**config.mk**
```make
export PLATFORM = sky130hd
export DESIGN_NAME = vga_sinc_param_flat
export DESIGN_NICKNAME = d
export VERILOG_FILES = /design/src/rtl/vga_pkg.sv /design/src/rtl/vga_sinc_param_if.sv /design/src/rtl/vga_contador_eixo.sv /design/src/rtl/vga_sinc_param.sv /design/src/flat_wrapper.sv
export SDC_FILE = /design/constraint.sdc
export NUM_CORES = 1
export LEC_CHECK = 0
export BUFFER_PORTS_ARGS = -buffer_cell sky130_fd_sc_hd__buf_2
export CORE_MARGIN = 2
export CORE_UTILIZATION = 50
export DETAILED_ROUTE_END_ITERATION = 16
export GPL_ROUTABILITY_DRIVEN = 0
export GPL_TIMING_DRIVEN = 0
export PLACE_DENSITY = 0.71
export SETUP_SLACK_MARGIN = 0.2
export SYNTH_ARGS = -nofsm -noshare
export SYNTH_HDL_FRONTEND = slang
export SYNTH_SLANG_ARGS = --single-unit
```
**constraint.sdc**
```tcl
create_clock -name clk -period 2.86 [get_ports clk]
set_clock_uncertainty 0.05 [all_clocks]
set_input_delay 0.715 -clock clk [delete_from_list [all_inputs] [get_ports clk]]
set_output_delay 0.715 -clock clk [all_outputs]
set_load 0.02 [all_outputs]
```
**src/rtl/vga_pkg.sv**
```systemverilog
// Shared timing definitions for the VGA sync generator.
//   eixo_t          : active/front-porch/sync/back-porch widths and sync polarity of one axis
//   temporizacao_t  : horizontal + vertical axis pair
//   VGA_640X480_60  : 640x480@60 timing set (sync active-low)
//   VGA_800X600_60  : 800x600@60 timing set (sync active-high)
//   f_clog2         : width needed to hold the values 0..v-1
package vga_pkg;

  typedef struct packed {
    int unsigned ativo;
    int unsigned fp;
    int unsigned sync;
    int unsigned bp;
    logic        pol;
  } eixo_t;

  typedef struct packed {
    eixo_t h;
    eixo_t v;
  } temporizacao_t;

  localparam temporizacao_t VGA_640X480_60 = '{
    h: '{ativo: 640, fp: 16, sync: 96,  bp: 48, pol: 1'b0},
    v: '{ativo: 480, fp: 10, sync: 2,   bp: 33, pol: 1'b0}
  };

  localparam temporizacao_t VGA_800X600_60 = '{
    h: '{ativo: 800, fp: 40, sync: 128, bp: 88, pol: 1'b1},
    v: '{ativo: 600, fp: 1,  sync: 4,   bp: 23, pol: 1'b1}
  };

  function automatic int unsigned f_clog2(input int unsigned v);
    for (int unsigned r = 0; r < 32; r++) begin
      if ((64'd1 << r) >= 64'(v)) return r;
    end
    return 32;
  endfunction

endpackage

```
**src/rtl/vga_sinc_param_if.sv**
```systemverilog
// Video timing bus produced by vga_sinc_param.
//   master : driven by the sync generator
//   slave  : consumed by the pixel/colour generator
// Signals: h_sync, v_sync, coluna[CWH], linha[CWV], regiaoAtiva,
//          inicioLinha, inicioQuadro, inicioVblank, quadro[QW]
interface vga_sinc_param_if #(
  parameter int unsigned CWH = 10,
  parameter int unsigned CWV = 10,
  parameter int unsigned QW  = 8
);
  logic           h_sync;
  logic           v_sync;
  logic [CWH-1:0] coluna;
  logic [CWV-1:0] linha;
  logic           regiaoAtiva;
  logic           inicioLinha;
  logic           inicioQuadro;
  logic           inicioVblank;
  logic [QW-1:0]  quadro;

  modport master (
    output h_sync, v_sync, coluna, linha, regiaoAtiva,
           inicioLinha, inicioQuadro, inicioVblank, quadro
  );

  modport slave (
    input  h_sync, v_sync, coluna, linha, regiaoAtiva,
           inicioLinha, inicioQuadro, inicioVblank, quadro
  );
endinterface

```
**src/rtl/vga_contador_eixo.sv**
```systemverilog
// One timing axis (horizontal or vertical) of the VGA sync generator.
// Ports:
//   clk, reset (sync, active-low), inc (advance this axis by one)
//   cont  : registered position 0..T-1
//   wrap  : combinational, high when this inc takes cont from T-1 back to 0
//   sync  : registered sync level for cont
//   ativo : registered, high while cont < ATIVO
// sync/ativo are decoded from the next count so they line up with cont.
module vga_contador_eixo
  import vga_pkg::*;
#(
  parameter int unsigned ATIVO = 640,
  parameter int unsigned FP    = 16,
  parameter int unsigned SYNC  = 96,
  parameter int unsigned BP    = 48,
  parameter bit          POL   = 1'b0,
  localparam int unsigned T    = ATIVO + FP + SYNC + BP,
  localparam int unsigned CW   = f_clog2(T)
) (
  input  logic          clk,
  input  logic          reset,
  input  logic          inc,
  output logic [CW-1:0] cont,
  output logic          wrap,
  output logic          sync,
  output logic          ativo
);

  localparam int unsigned S_INI = ATIVO + FP;
  localparam int unsigned S_FIM = ATIVO + FP + SYNC - 1;

  if (ATIVO < 1 || FP < 1 || SYNC < 1 || BP < 1) begin : g_param_invalido
    $error("vga_contador_eixo: active, porch and sync widths must all be >= 1");
  end

  logic [CW-1:0] w_prox;

  always_comb begin
    wrap   = inc && (cont == CW'(T - 1));
    w_prox = cont;
    if (wrap)     w_prox = '0;
    else if (inc) w_prox = cont + 1'b1;
  end

  always_ff @(posedge clk) begin
    if (!reset) begin
      cont  <= '0;
      sync  <= ~POL;
      ativo <= 1'b1;
    end else begin
      cont  <= w_prox;
      sync  <= (w_prox >= CW'(S_INI) && w_prox <= CW'(S_FIM)) ? POL : ~POL;
      ativo <= (w_prox < CW'(ATIVO));
    end
  end

endmodule

```
**src/rtl/vga_sinc_param.sv**
```systemverilog
// Parametrised VGA sync generator with pixel clock-enable.
// Ports:
//   clk   : system clock
//   reset : synchronous reset, active-low (overrides ce)
//   ce    : pixel enable, counters advance only on edges with ce=1
//   bus   : vga_sinc_param_if master -- syncs, coluna/linha, regiaoAtiva,
//           inicioLinha/inicioQuadro/inicioVblank pulses, quadro counter
// All outputs come from flops decoded from the next (linha,coluna), so
// coordinates, syncs and pulses carry no relative skew.
module vga_sinc_param
  import vga_pkg::*;
#(
  parameter int unsigned H_ATIVO = VGA_640X480_60.h.ativo,
  parameter int unsigned H_FP    = VGA_640X480_60.h.fp,
  parameter int unsigned H_SYNC  = VGA_640X480_60.h.sync,
  parameter int unsigned H_BP    = VGA_640X480_60.h.bp,
  parameter int unsigned V_ATIVO = VGA_640X480_60.v.ativo,
  parameter int unsigned V_FP    = VGA_640X480_60.v.fp,
  parameter int unsigned V_SYNC  = VGA_640X480_60.v.sync,
  parameter int unsigned V_BP    = VGA_640X480_60.v.bp,
  parameter bit          H_POL   = VGA_640X480_60.h.pol,
  parameter bit          V_POL   = VGA_640X480_60.v.pol,
  parameter int unsigned QW      = 8
) (
  input  logic              clk,
  input  logic              reset,
  input  logic              ce,
  vga_sinc_param_if.master  bus
);

  localparam int unsigned HT  = H_ATIVO + H_FP + H_SYNC + H_BP;
  localparam int unsigned VT  = V_ATIVO + V_FP + V_SYNC + V_BP;
  localparam int unsigned CWH = f_clog2(HT);
  localparam int unsigned CWV = f_clog2(VT);

  if (QW < 1) begin : g_qw_invalido
    $error("vga_sinc_param: QW must be >= 1");
  end

  logic [CWH-1:0] w_coluna;
  logic [CWV-1:0] w_linha;
  logic           w_wrap_h, w_wrap_v, w_inc_v;
  logic           w_sync_h, w_sync_v;
  logic           w_ativo_h, w_ativo_v;
  logic           r_inicioLinha, r_inicioQuadro, r_inicioVblank;
  logic [QW-1:0]  r_quadro;

  assign w_inc_v = ce & w_wrap_h;

  vga_contador_eixo #(
    .ATIVO (H_ATIVO),
    .FP    (H_FP),
    .SYNC  (H_SYNC),
    .BP    (H_BP),
    .POL   (H_POL)
  ) u_eixo_h (
    .clk   (clk),
    .reset (reset),
    .inc   (ce),
    .cont  (w_coluna),
    .wrap  (w_wrap_h),
    .sync  (w_sync_h),
    .ativo (w_ativo_h)
  );

  vga_contador_eixo #(
    .ATIVO (V_ATIVO),
    .FP    (V_FP),
    .SYNC  (V_SYNC),
    .BP    (V_BP),
    .POL   (V_POL)
  ) u_eixo_v (
    .clk   (clk),
    .reset (reset),
    .inc   (w_inc_v),
    .cont  (w_linha),
    .wrap  (w_wrap_v),
    .sync  (w_sync_v),
    .ativo (w_ativo_v)
  );

  // Pulses are rebuilt every edge from this edge's advance only, so they
  // fall back to 0 on the next clk regardless of ce.
  always_ff @(posedge clk) begin
    if (!reset) begin
      r_inicioLinha  <= 1'b0;
      r_inicioQuadro <= 1'b0;
      r_inicioVblank <= 1'b0;
      r_quadro       <= '0;
    end else begin
      r_inicioLinha  <= w_wrap_h;
      r_inicioQuadro <= w_wrap_v;
      r_inicioVblank <= w_inc_v && (w_linha == CWV'(V_ATIVO - 1));
      if (w_wrap_v) r_quadro <= r_quadro + 1'b1;
    end
  end

  assign bus.h_sync       = w_sync_h;
  assign bus.v_sync       = w_sync_v;
  assign bus.coluna       = w_coluna;
  assign bus.linha        = w_linha;
  assign bus.regiaoAtiva  = w_ativo_h & w_ativo_v;
  assign bus.inicioLinha  = r_inicioLinha;
  assign bus.inicioQuadro = r_inicioQuadro;
  assign bus.inicioVblank = r_inicioVblank;
  assign bus.quadro       = r_quadro;

endmodule

```
**src/flat_wrapper.sv**
```systemverilog
// flat-port wrapper written by rule: the top's interface ports become plain ports
module vga_sinc_param_flat import vga_pkg::*;
#(
  parameter int unsigned H_ATIVO = VGA_640X480_60.h.ativo,
  parameter int unsigned H_FP    = VGA_640X480_60.h.fp,
  parameter int unsigned H_SYNC  = VGA_640X480_60.h.sync,
  parameter int unsigned H_BP    = VGA_640X480_60.h.bp,
  parameter int unsigned V_ATIVO = VGA_640X480_60.v.ativo,
  parameter int unsigned V_FP    = VGA_640X480_60.v.fp,
  parameter int unsigned V_SYNC  = VGA_640X480_60.v.sync,
  parameter int unsigned V_BP    = VGA_640X480_60.v.bp,
  parameter bit          H_POL   = VGA_640X480_60.h.pol,
  parameter bit          V_POL   = VGA_640X480_60.v.pol,
  parameter int unsigned QW      = 8
)
  (clk, reset, ce, bus_h_sync, bus_v_sync, bus_coluna, bus_linha, bus_regiaoAtiva, bus_inicioLinha, bus_inicioQuadro, bus_inicioVblank, bus_quadro);
  vga_sinc_param_if #(.CWH(4), .CWV(4), .QW(QW)) bus_i ();
  input  logic clk;
  input  logic reset;
  input  logic ce;
  output wire logic [$bits(bus_i.h_sync)-1:0] bus_h_sync;
  output wire logic [$bits(bus_i.v_sync)-1:0] bus_v_sync;
  output wire logic [$bits(bus_i.coluna)-1:0] bus_coluna;
  output wire logic [$bits(bus_i.linha)-1:0] bus_linha;
  output wire logic [$bits(bus_i.regiaoAtiva)-1:0] bus_regiaoAtiva;
  output wire logic [$bits(bus_i.inicioLinha)-1:0] bus_inicioLinha;
  output wire logic [$bits(bus_i.inicioQuadro)-1:0] bus_inicioQuadro;
  output wire logic [$bits(bus_i.inicioVblank)-1:0] bus_inicioVblank;
  output wire logic [$bits(bus_i.quadro)-1:0] bus_quadro;
  assign bus_h_sync = bus_i.h_sync;
  assign bus_v_sync = bus_i.v_sync;
  assign bus_coluna = bus_i.coluna;
  assign bus_linha = bus_i.linha;
  assign bus_regiaoAtiva = bus_i.regiaoAtiva;
  assign bus_inicioLinha = bus_i.inicioLinha;
  assign bus_inicioQuadro = bus_i.inicioQuadro;
  assign bus_inicioVblank = bus_i.inicioVblank;
  assign bus_quadro = bus_i.quadro;
  vga_sinc_param #(.H_ATIVO(H_ATIVO), .H_FP(H_FP), .H_SYNC(H_SYNC), .H_BP(H_BP), .V_ATIVO(V_ATIVO), .V_FP(V_FP), .V_SYNC(V_SYNC), .V_BP(V_BP), .H_POL(H_POL), .V_POL(V_POL), .QW(QW)) u_core (.clk(clk), .reset(reset), .ce(ce), .bus(bus_i));
endmodule
```
==> flow_summary.toml, run 1 <==
[status]
status = "complete, no violations"

[grt]
grtUsageMet3 = 0.0625
met1_usage = 0.233
antenna_found_initial = 0
met2_usage = 0.314
grt_pass1_wl_mm = 6.11
grt_pass1_vias = 1390
grt_max_degree = 11
grtUsageTotal = 0.191
grt.overflow.total = 0
top_usage_layer = "met2"

[power_and_ir_drop]
comb_power_share = 0.044
swShare = 0.227
pwr-share-clk = 0.388
internal-power_uw = 679
peakVddDrop_v = 0.000383
p_leak_uw = 0.000862
cellPowerDensity_nw_per_um2 = 416
p_seq_frac = 0.568
switching_power_uw = 199

[synth]
synth_area_leaders = "dfxtp_1 38%, nor2_1 5.7%, xnor2_1 4.7%"
synthCells = 210
synth_top_flop_cell = "dfxtp_1"
synthMostInstantiatedCell = "dfxtp_1"
synth_edf_count = 0
ys_ff_latch = 35
syn_area_um2 = 1850
syn_nets = 217
async_flop_share = 0
ys_warn_count = 0
yosysSeqAreaShare = 0.379
synth_top_area_frac = 0.379
syn_avg_cell_area_um2 = 8.79
yosys.area.top_type = "dfxtp_1"
ys_types = 49
synthTopCellsByCount = "35 x dfxtp_1, 28 x nor2_1, 21 x nand2_1, 10 x xnor2_1, 10 x xor2_1"

[clock_network]
cts.clk_slew.worst_paths_ns = 0.07
cts_tree = "built"
clock_sinks = 35
cts_htree_levels = 2
cts_root_buffer = "clkbuf_8"
ctsResizeCount = 0
insertion_delay_ns = 0.29
clockBufferDepth = 2
cts_buffers = 5
post-cts-setup-buffers = 0
hold_buffers = 0

[floorplan]
initial_utilization = 0.512
fp.coreArea_um2 = 3610
io_pins = 25
die-width_um = 64.8
die_h_um = 64.8
rows = 22
die-area_um2 = 4200

[setup_path]
path_common_cell = "or3_1"
reg2reg_from = "u_core.u_eixo_h.cont[0]"
cp-start-kind = "primary input"
crit_cells = 7
startpoint = "ce"
crit_fanout = 7
path_class = "in2reg"
reg2reg_slack_ns = 0.66
cp-endpoint = "u_core.u_eixo_h.ativo"
cp.required_ns = 2.99
worst_ep_arrival_time_ns = 2.37
critPathTopFamily = "simple AND/OR/NAND/NOR gates"
reg2reg_depth = 6
crit_buf_inv = 2
max_stage_delay_ns = 0.36
cp_cell_sequence = "buf_2 > nand3_2 > or3_1 > clkbuf_1 > or3_1 > a21oi_1 > a21bo_2"
endpoint_kind = "register"
crit_slowest_cell = "or3_1"
r2r_end = "u_core.u_eixo_v.sync"

[place]
port_buffers = 24
placed_cell_area_um2 = 2030
dpl.hpwl_mm = 2.67

[route]
first_pass_iters = 4
drt-total-wl_mm = 3.60
avgViaCountPerCell = 5.30
wire_per_inst_um = 12.4
drt_drc_violations_left = 0
antenna_left = 0
route.vias.total = 1536
drtIter0Drc = 68

[sta]
drv_slew = 0
period_share = 0.783
hold_viol = 0
max_slew.worst_pin.slew_ns = 0.579
slew_headroom = 0.610
setup_violations = 0
finalSetupTns_ns = 0
grt_setup_unrepaired = "no"
max_freq_ghz = 0.446
timing.final.crit_period_ns = 2.24

[final_layout]
fillers = 352
syn_to_final_growth_pct = 14.2
design_area_um2 = 2110
antenna_cells = 0
drive_gt1_frac = 0.244
fin_nets = 248

[hold_path]
hp-class = "reg2reg"

[job]
drv_cap = 0
## power groups by stage
stage	combinational, uW	clock, uW	sequential, uW
floorplan	27.5	0	508
global placement	38.2	0	509
detailed placement	39.1	0	510
CTS	39.2	356	498
global route	42.7	370	499
finish	38.7	341	498
## layer usage
metal	share of wire	vias up	wire length [um]
met5	0	-	0
met2	0.48	26	1720
met1	0.46	716	1670
met3	0.043	7	153
met4	0.016	0	59
li1	-	787	-
## worst min-delay path by stage
stage	slack, ns	startpoint	depth (start not counted)	endpoint
floorplan	0.42	u_core.u_eixo_v.cont[0]	2	u_core.u_eixo_v.cont[0]
global placement	0.45	u_core.bus.quadro[7]	2	u_core.bus.quadro[7]
detailed placement	0.45	u_core.u_eixo_v.cont[0]	2	u_core.u_eixo_v.cont[0]
CTS	0.47	u_core.bus.quadro[1]	2	u_core.bus.quadro[1]
global route	0.51	u_core.u_eixo_v.cont[1]	2	u_core.u_eixo_v.cont[1]
finish	0.47	u_core.bus.quadro[1]	2	u_core.bus.quadro[1]
## worst register-to-register path, stage by stage (launching register included)
cell,delay (ns)
dfxtp_1,0.42
ha_1,0.30
and2_2,0.23
nand4_4,0.21
or4_1,0.56
a31oi_1,0.21
nand4b_1,0.11
## flip-flops by register name, indices dropped and copies added, names as in the netlist
| register | count |
|---|---|
| u_core.u_eixo_h.cont | 10 |
| u_core.bus.inicioVblank | 1 |
| u_core.u_eixo_h.sync | 1 |
| u_core.bus.inicioLinha | 1 |
| u_core.u_eixo_v.sync | 1 |
| u_core.bus.inicioQuadro | 1 |
| u_core.u_eixo_v.cont | 10 |
| u_core.bus.quadro | 8 |
| u_core.u_eixo_h.ativo | 1 |
| u_core.u_eixo_v.ativo | 1 |
## placed cells by master (no fill, tap or decap), types with 3 or more instances in the layout
| cell type | count |
|---|---|
| dfxtp_1 | 35 |
| nor2_1 | 28 |
| buf_2 | 26 |
| nand2_1 | 21 |
| xnor2_1 | 10 |
| xor2_1 | 10 |
| inv_1 | 9 |
| nand4_1 | 8 |
| nand3_1 | 8 |
| buf_4 | 8 |
| a21oi_1 | 5 |
| clkbuf_8 | 5 |
| a31oi_1 | 4 |
| or3_1 | 4 |
| or4_1 | 4 |
| o21ai_0 | 4 |
| ha_1 | 4 |
| and2_1 | 3 |
| buf_6 | 3 |
| clkbuf_1 | 3 |
| nor4_4 | 3 |
## metrics by stage
stage	std cells	hold WS (ns)	total power [uW]	setup slack, ns	util
global route	290	0.511	912	0.471	0.585
global placement	282	0.447	547	0.320	0.562
CTS	290	0.467	894	0.649	0.585
finish	290	0.466	878	0.620	0.585
floorplan	210	0.424	535	0.699	-
detailed placement	282	0.455	549	0.332	0.562
## area by class of cell
cell class | instances | area [um^2] | area share
Tap cell | 48 | 60.1 | 0.0285
Multi-Input combinational cell | 150 | 996 | 0.472
Sequential cell | 35 | 701 | 0.332
Inverter | 10 | 37.5 | 0.0178
Timing Repair Buffer | 24 | 120 | 0.0570
Clock inverter | 1 | 5.00 | 0.00237
Buffer | 15 | 113 | 0.0534
Clock buffer | 7 | 76.3 | 0.0362
## cells by family after synthesis
group / Yosys count / share of synthesized area
buffers and inverters: 25 / 0.0813
flip-flops: 35 / 0.379
AO/OA/AOI/OAI: 24 / 0.0854
adder cells (fa/ha/maj): 4 / 0.0271
AND/OR/NAND/NOR: 99 / 0.315
multiplexers: 3 / 0.0169
XOR/XNOR: 20 / 0.0948
Note: power is estimated with default switching activity, not from simulation.
==> inputs of run 2 (changes only) <==
--- a/config.mk
+++ b/config.mk
@@ -11,7 +11,7 @@
 export DETAILED_ROUTE_END_ITERATION = 16
 export GPL_ROUTABILITY_DRIVEN = 0
 export GPL_TIMING_DRIVEN = 0
-export PLACE_DENSITY = 0.71
+export PLACE_DENSITY = 0.74
 export SETUP_SLACK_MARGIN = 0.2
 export SYNTH_ARGS = -nofsm -noshare
 export SYNTH_HDL_FRONTEND = slang
==> constraint.sdc (replaced) <==
create_clock -name clk -period 1.8 [get_ports clk]
set_clock_uncertainty 0.05 [all_clocks]
set_input_delay 0.45 -clock clk [delete_from_list [all_inputs] [get_ports clk]]
set_output_delay 0.45 -clock clk [all_outputs]
set_load 0.02 [all_outputs]
==> run 2 against run 1 <==
- the run now ends with setup timing left
- hold slack worse by 0.013 ns
- sequential share of layout area down 2.8 points
- global-route usage up 2.0 points
- register-to-register slack worse by 0.86 ns
- clock-buffer cell count unchanged
- wire length up 12%
- setup slack worse by 0.82 ns
- non-clock buffer count up 7
- power up 62%
- sequential power up 60%
- core utilization up 6.9 points
- flip-flop and latch count unchanged
- critical endpoint is now u_core.bus.quadro[5]
- largest cell class unchanged
- highest routed layer unchanged
==> flow_summary.toml, run 2 (synthesized netlist as in run 1, its figures left out) <==
[floorplan]
die-area_um2 = 4200
die-width_um = 64.8
initial_utilization = 0.512
rows = 22
fp.coreArea_um2 = 3610
io_pins = 25
die_h_um = 64.8

[power_and_ir_drop]
internal-power_uw = 1090
p_seq_frac = 0.560
comb_power_share = 0.051
peakVddDrop_v = 0.000498
swShare = 0.238
switching_power_uw = 339
pwr-share-clk = 0.390
cellPowerDensity_nw_per_um2 = 605
p_leak_uw = 0.000922

[sta]
hold_viol = 0
setup_violations = 17
max_freq_ghz = 0.501
grt_setup_unrepaired = "yes"
holdWs_ns = 0.453
finalSetupTns_ns = -2.26
slew_headroom = 0.687
drv_slew = 0
timing.final.crit_period_ns = 2.00
final.setup.worst_slack_ns = -0.198
max_slew.worst_pin.slew_ns = 0.466
period_share = 1.11

[hold_path]
hp-class = "in2reg"

[final_layout]
antenna_cells = 0
layout_commonest_cell = "nor2_1"
regArea_um2 = 718
layout_common_cells = "26 x nor2_1, 24 x buf_2, 23 x dfxtp_1"
syn_to_final_growth_pct = 27.6
drive_gt1_frac = 0.398
multiInputGateArea_um2 = 1140
fillers = 317
fin_nets = 255

[setup_path]
critPathTopFamily = "simple AND/OR/NAND/NOR gates"
crit_slowest_cell = "or4_4"
cp_cell_sequence = "buf_6 > or3_4 > or4_4 > buf_8 > nor4_4 > xnor2_1 > nor2_1"
max_stage_delay_ns = 0.50
crit_fanout = 6
path_class = "reg2reg"
cp-start-kind = "register"
cp.required_ns = 1.94
crit_buf_inv = 2
worst_ep_arrival_time_ns = 2.13
endpoint_kind = "register"

[route]
drt_drc_violations_left = 0
first_pass_iters = 4
drt-total-wl_mm = 4.05
avgViaCountPerCell = 5.35
drtIter0Drc = 98
route.vias.total = 1588
wire_per_inst_um = 13.6
antenna_left = 0

[status]
status = "finished with violations"
violations = "setup timing"

[clock_network]
hold_buffers = 0
clockBufferDepth = 2
cts_buffers = 5
cts_tree = "built"
cts_htree_levels = 2
cts.clk_slew.worst_paths_ns = 0.07
cts_root_buffer = "clkbuf_8"
insertion_delay_ns = 0.29
clock_sinks = 35

[place]
port_buffers = 24
dpl.hpwl_mm = 2.64

[grt]
grt_max_degree = 11
grt_pass1_vias = 1479
grtUsageTotal = 0.210
grt_pass1_wl_mm = 6.89
antenna_found_initial = 0
grt.overflow.total = 0

[job]
drv_cap = 0
-- run 2: changes by cell type in the layout (fill, tap and decap cells not counted), sizes merged --
cell and delta:
buf +7
-- run 2: path summary, 6_finish.rpt --
kind	end	slack [ns]	startpoint	depth (start not counted)
max reg2reg	u_core.bus.quadro[5]	-0.20	u_core.u_eixo_v.cont[5]	7
max	u_core.bus.quadro[5]	-0.20	u_core.u_eixo_v.cont[5]	7
min reg2reg	u_core.u_eixo_v.cont[1]	0.46	u_core.u_eixo_v.cont[1]	2
min	u_core.u_eixo_v.cont[4]	0.45	reset	3
-- run 2: layout make-up --
class                   count  area share
well taps                  48      0.0255
clock inverters             1     0.00212
multi-input cells         150       0.486
plain buffers              15      0.0568
inverters                  10      0.0159
repair buffers             31      0.0765
flip-flops and latches     35       0.305
clock buffers               7      0.0324
-- run 2: through the flow --
stage           util  cells  power, uW  area (um^2)  worst slack, ns
2_1_floorplan      -    210        855         1900           -0.110
3_5_place_dp   0.576    282        877         2080           -0.403
5_1_grt        0.653    297       1480         2360           -0.242
4_1_cts        0.644    297       1440         2320           -0.165
6_report       0.653    297       1430         2360           -0.198
3_3_place_gp   0.576    282        875         2080           -0.331
-- run 2: routing by layer --
metal / track usage / vias up / wire length [um]
li1: - / 800 / -
met1: 0.267 / 733 / 1820
met2: 0.345 / 50 / 1970
met3: 0.0660 / 5 / 215
met4: 0.0532 / 0 / 40
met5: 0 / - / 0
-- run 2: timing repair --
item,in CTS,in global routing
setup buffers,7,0
gates resized for setup,31,10
endpoints found under the setup margin,26,29
pin swaps,13,9
-- run 2: worst min-delay path: stages --
cell     delay, ns
buf_2         0.15
o21ai_4       0.11
nor2_2        0.04
-- run 2: power by group through the flow --
stage / Clock, uW / Sequential [uW] / Combinational (uW)
after floorplan: 0 / 810 / 45.7
final: 556 / 798 / 72.0
after detailed placement: 0 / 813 / 64.2
after CTS: 567 / 797 / 71.6
after global placement: 0 / 812 / 63.0
after global routing: 601 / 799 / 79.4
==> inputs of run 3 (changes only) <==
--- a/config.mk
+++ b/config.mk
@@ -5,9 +5,11 @@
 export SDC_FILE = /design/constraint.sdc
 export NUM_CORES = 1
 export LEC_CHECK = 0
+export ABC_AREA = 1
 export BUFFER_PORTS_ARGS = -buffer_cell sky130_fd_sc_hd__buf_2
 export CORE_MARGIN = 2
 export CORE_UTILIZATION = 50
+export CTS_BUF_LIST = sky130_fd_sc_hd__clkbuf_4 sky130_fd_sc_hd__clkbuf_8
 export DETAILED_ROUTE_END_ITERATION = 16
 export GPL_ROUTABILITY_DRIVEN = 0
 export GPL_TIMING_DRIVEN = 0
==> run 3 against run 2 <==
- the flow now finishes without violations
- cell count increased by 25%
- fmax up 15%
- power is 9.2% higher
- hold slack lost 0.064 ns
- first-iteration DRC count grew 62%
- setup slack gained 0.27 ns
- sequential share of layout area is 2.0 points lower
- clock-buffer cell count shrank 2
- non-clock buffer count increased by 8
- die area shrank 0.12%
- clock power increased by 28%
- critical path depth up 5
- critical endpoint is now u_core.u_eixo_v.sync
==> flow_summary.toml, run 3 <==
[setup_path]
max_stage_delay_ns = 0.36
cp.required_ns = 1.94
cp-start-kind = "register"
endpoint_kind = "register"
worst_ep_arrival_time_ns = 1.87
crit_fanout = 6
crit_slowest_cell = "dfxtp_4"
cp_cell_sequence = "ha_4 > nand2_4 > nor2_8 > inv_2 > nor2_4 > buf_6 > buf_6 > o21ai_1 > nand2_1 > nand3_1 > nor2_1 > nand2_1"
path_class = "reg2reg"
reg2reg_slack_ns = 0.07

[route]
m1WireLength_mm = 1.86
drt_drc_violations_left = 0
drt-total-wl_mm = 4.53
antenna_left = 0
maxUsedRoutingLayer = "met4"
drtIter0Drc = 159
wire_per_inst_um = 12.2
first_pass_iters = 4
route.vias.total = 1911
wl_met3_um = 275
avgViaCountPerCell = 5.14
route.met2.wl_mm = 2.30

[final_layout]
antenna_cells = 0
multiInputGateArea_um2 = 1120
syn_to_final_growth_pct = 37.6
regArea_um2 = 723
layout_commonest_cell = "nand2_1"
layout_common_cells = "58 x nand2_1, 35 x inv_1, 32 x nor2_1"
drive_gt1_frac = 0.389
fin_nets = 330
design_area_um2 = 2540
fillers = 278

[synth]
synth_edf_count = 0
synthMostInstantiatedCell = "nand2_1"
synth_area_leaders = "dfxtp_1 38%, nand2_1 13%, nor2_1 9.0%"
async_flop_share = 0
ys_types = 28
synthTopCellsByCount = "65 x nand2_1, 44 x nor2_1, 37 x inv_1, 35 x dfxtp_1, 17 x nand3_1"
syn_area_um2 = 1840
ys_warn_count = 0
ys_ff_latch = 35
synthCells = 272
synth_top_area_frac = 0.380
syn_nets = 279
synth_top_flop_cell = "dfxtp_1"
yosysSeqAreaShare = 0.380
yosys.area.top_type = "dfxtp_1"
syn_avg_cell_area_um2 = 6.78

[floorplan]
die-area_um2 = 4190
rows = 22
die_h_um = 64.7
die-width_um = 64.7
initial_utilization = 0.511
io_pins = 25
fp.coreArea_um2 = 3610

[status]
status = "complete, no violations"

[sta]
drv_slew = 0
max_slew.worst_pin.slew_ns = 0.451
hold_viol = 0
slew_headroom = 0.700
holdWs_ns = 0.390
max_freq_ghz = 0.577
setup_violations = 0
timing.final.crit_period_ns = 1.73
grt_setup_unrepaired = "yes"
period_share = 0.962

[power_and_ir_drop]
peakVddDrop_v = 0.000660
finalPower_uw = 1560
cellPowerDensity_nw_per_um2 = 613
p_leak_uw = 0.00117

[grt]
grtUsageTotal = 0.222
grt_pass1_vias = 1665
grt.overflow.total = 0
grt_pass1_wl_mm = 7.20
grt_max_degree = 13
antenna_found_initial = 0

[clock_network]
cts_tree = "built"
cts_buffers = 5
clockBufferDepth = 2
cts_htree_levels = 2
clock_sinks = 35
insertion_delay_ns = 0.29
cts.clk_slew.worst_paths_ns = 0.08
cts_root_buffer = "clkbuf_8"

[job]
drv_cap = 0

[place]
dpl.hpwl_mm = 2.75
placed_cell_area_um2 = 2040
port_buffers = 24

[hold_path]
hp-class = "in2reg"
## run 3: worst paths after layout
kind / from / to / cells past startpoint
worst max-delay path: u_core.u_eixo_h.cont[0] / u_core.u_eixo_v.sync / 12
worst min register to register: u_core.u_eixo_v.cont[0] / u_core.u_eixo_v.cont[0] / 2
worst min-delay path: ce / u_core.u_eixo_h.cont[1] / 2
worst max register to register: u_core.u_eixo_h.cont[0] / u_core.u_eixo_v.sync / 12
## run 3: where the power goes
part           switching (uW)  internal [uW]
clock network             301            412
logic                    36.5           25.3
registers                5.12            776
total                     343           1210
## run 3: metal layers
| layer | vias to the layer above | global-route usage |
|---|---|---|
| met5 | - | 0 |
| met4 | 0 | 0.0878 |
| met3 | 9 | 0.0434 |
| met2 | 81 | 0.380 |
| met1 | 871 | 0.272 |
| li1 | 950 | - |
## run 3: timing repair
item,in CTS,in global routing
gates cloned,0,0
hold buffers,0,0
pin swaps,16,9
hold endpoints to repair,0,0
buffers inserted,16,4
setup endpoints to repair,16,24
resized for setup,21,48
## run 3: kinds of logic after synthesis
family,synth area share
and+or+nand+nor,0.381
buffers and inverters,0.126
DFF,0.380
AOI/OAI and AO/OA,0.0522
xor gates and xnor gates,0.0332
adders and majority gates,0.0271
## run 3: layout make-up
class                      instances  area share
timing repair buffer              44       0.111
inverter                          42      0.0646
clock buffer                       5      0.0271
sequential                        35       0.285
buffer                            10      0.0296
clock inverter                     3      0.0173
multi-input combinational        185       0.442
tap                               48      0.0237
## run 3: worst max-delay path: cells and delay by family, from the launching register on
kind / cells / cell delay (ns)
adder cells (fa/ha/maj): 1 / 0.15
buffers and inverters: 3 / 0.30
flip-flops: 1 / 0.36
AND/OR/NAND/NOR: 7 / 0.70
AO/OA/AOI/OAI: 1 / 0.06
## run 3: metrics by stage
| step | setup slack, ns | utilization | TNS, ns | std cells |
|---|---|---|---|---|
| after detailed placement | -0.181 | 0.567 | -0.486 | 344 |
| after floorplan | 0.204 | - | 0 | 272 |
| final | 0.0676 | 0.704 | 0 | 372 |
| after global placement | -0.167 | 0.567 | -0.371 | 344 |
| after global routing | -0.0187 | 0.704 | -0.0187 | 372 |
| after CTS | 0.109 | 0.651 | 0 | 368 |
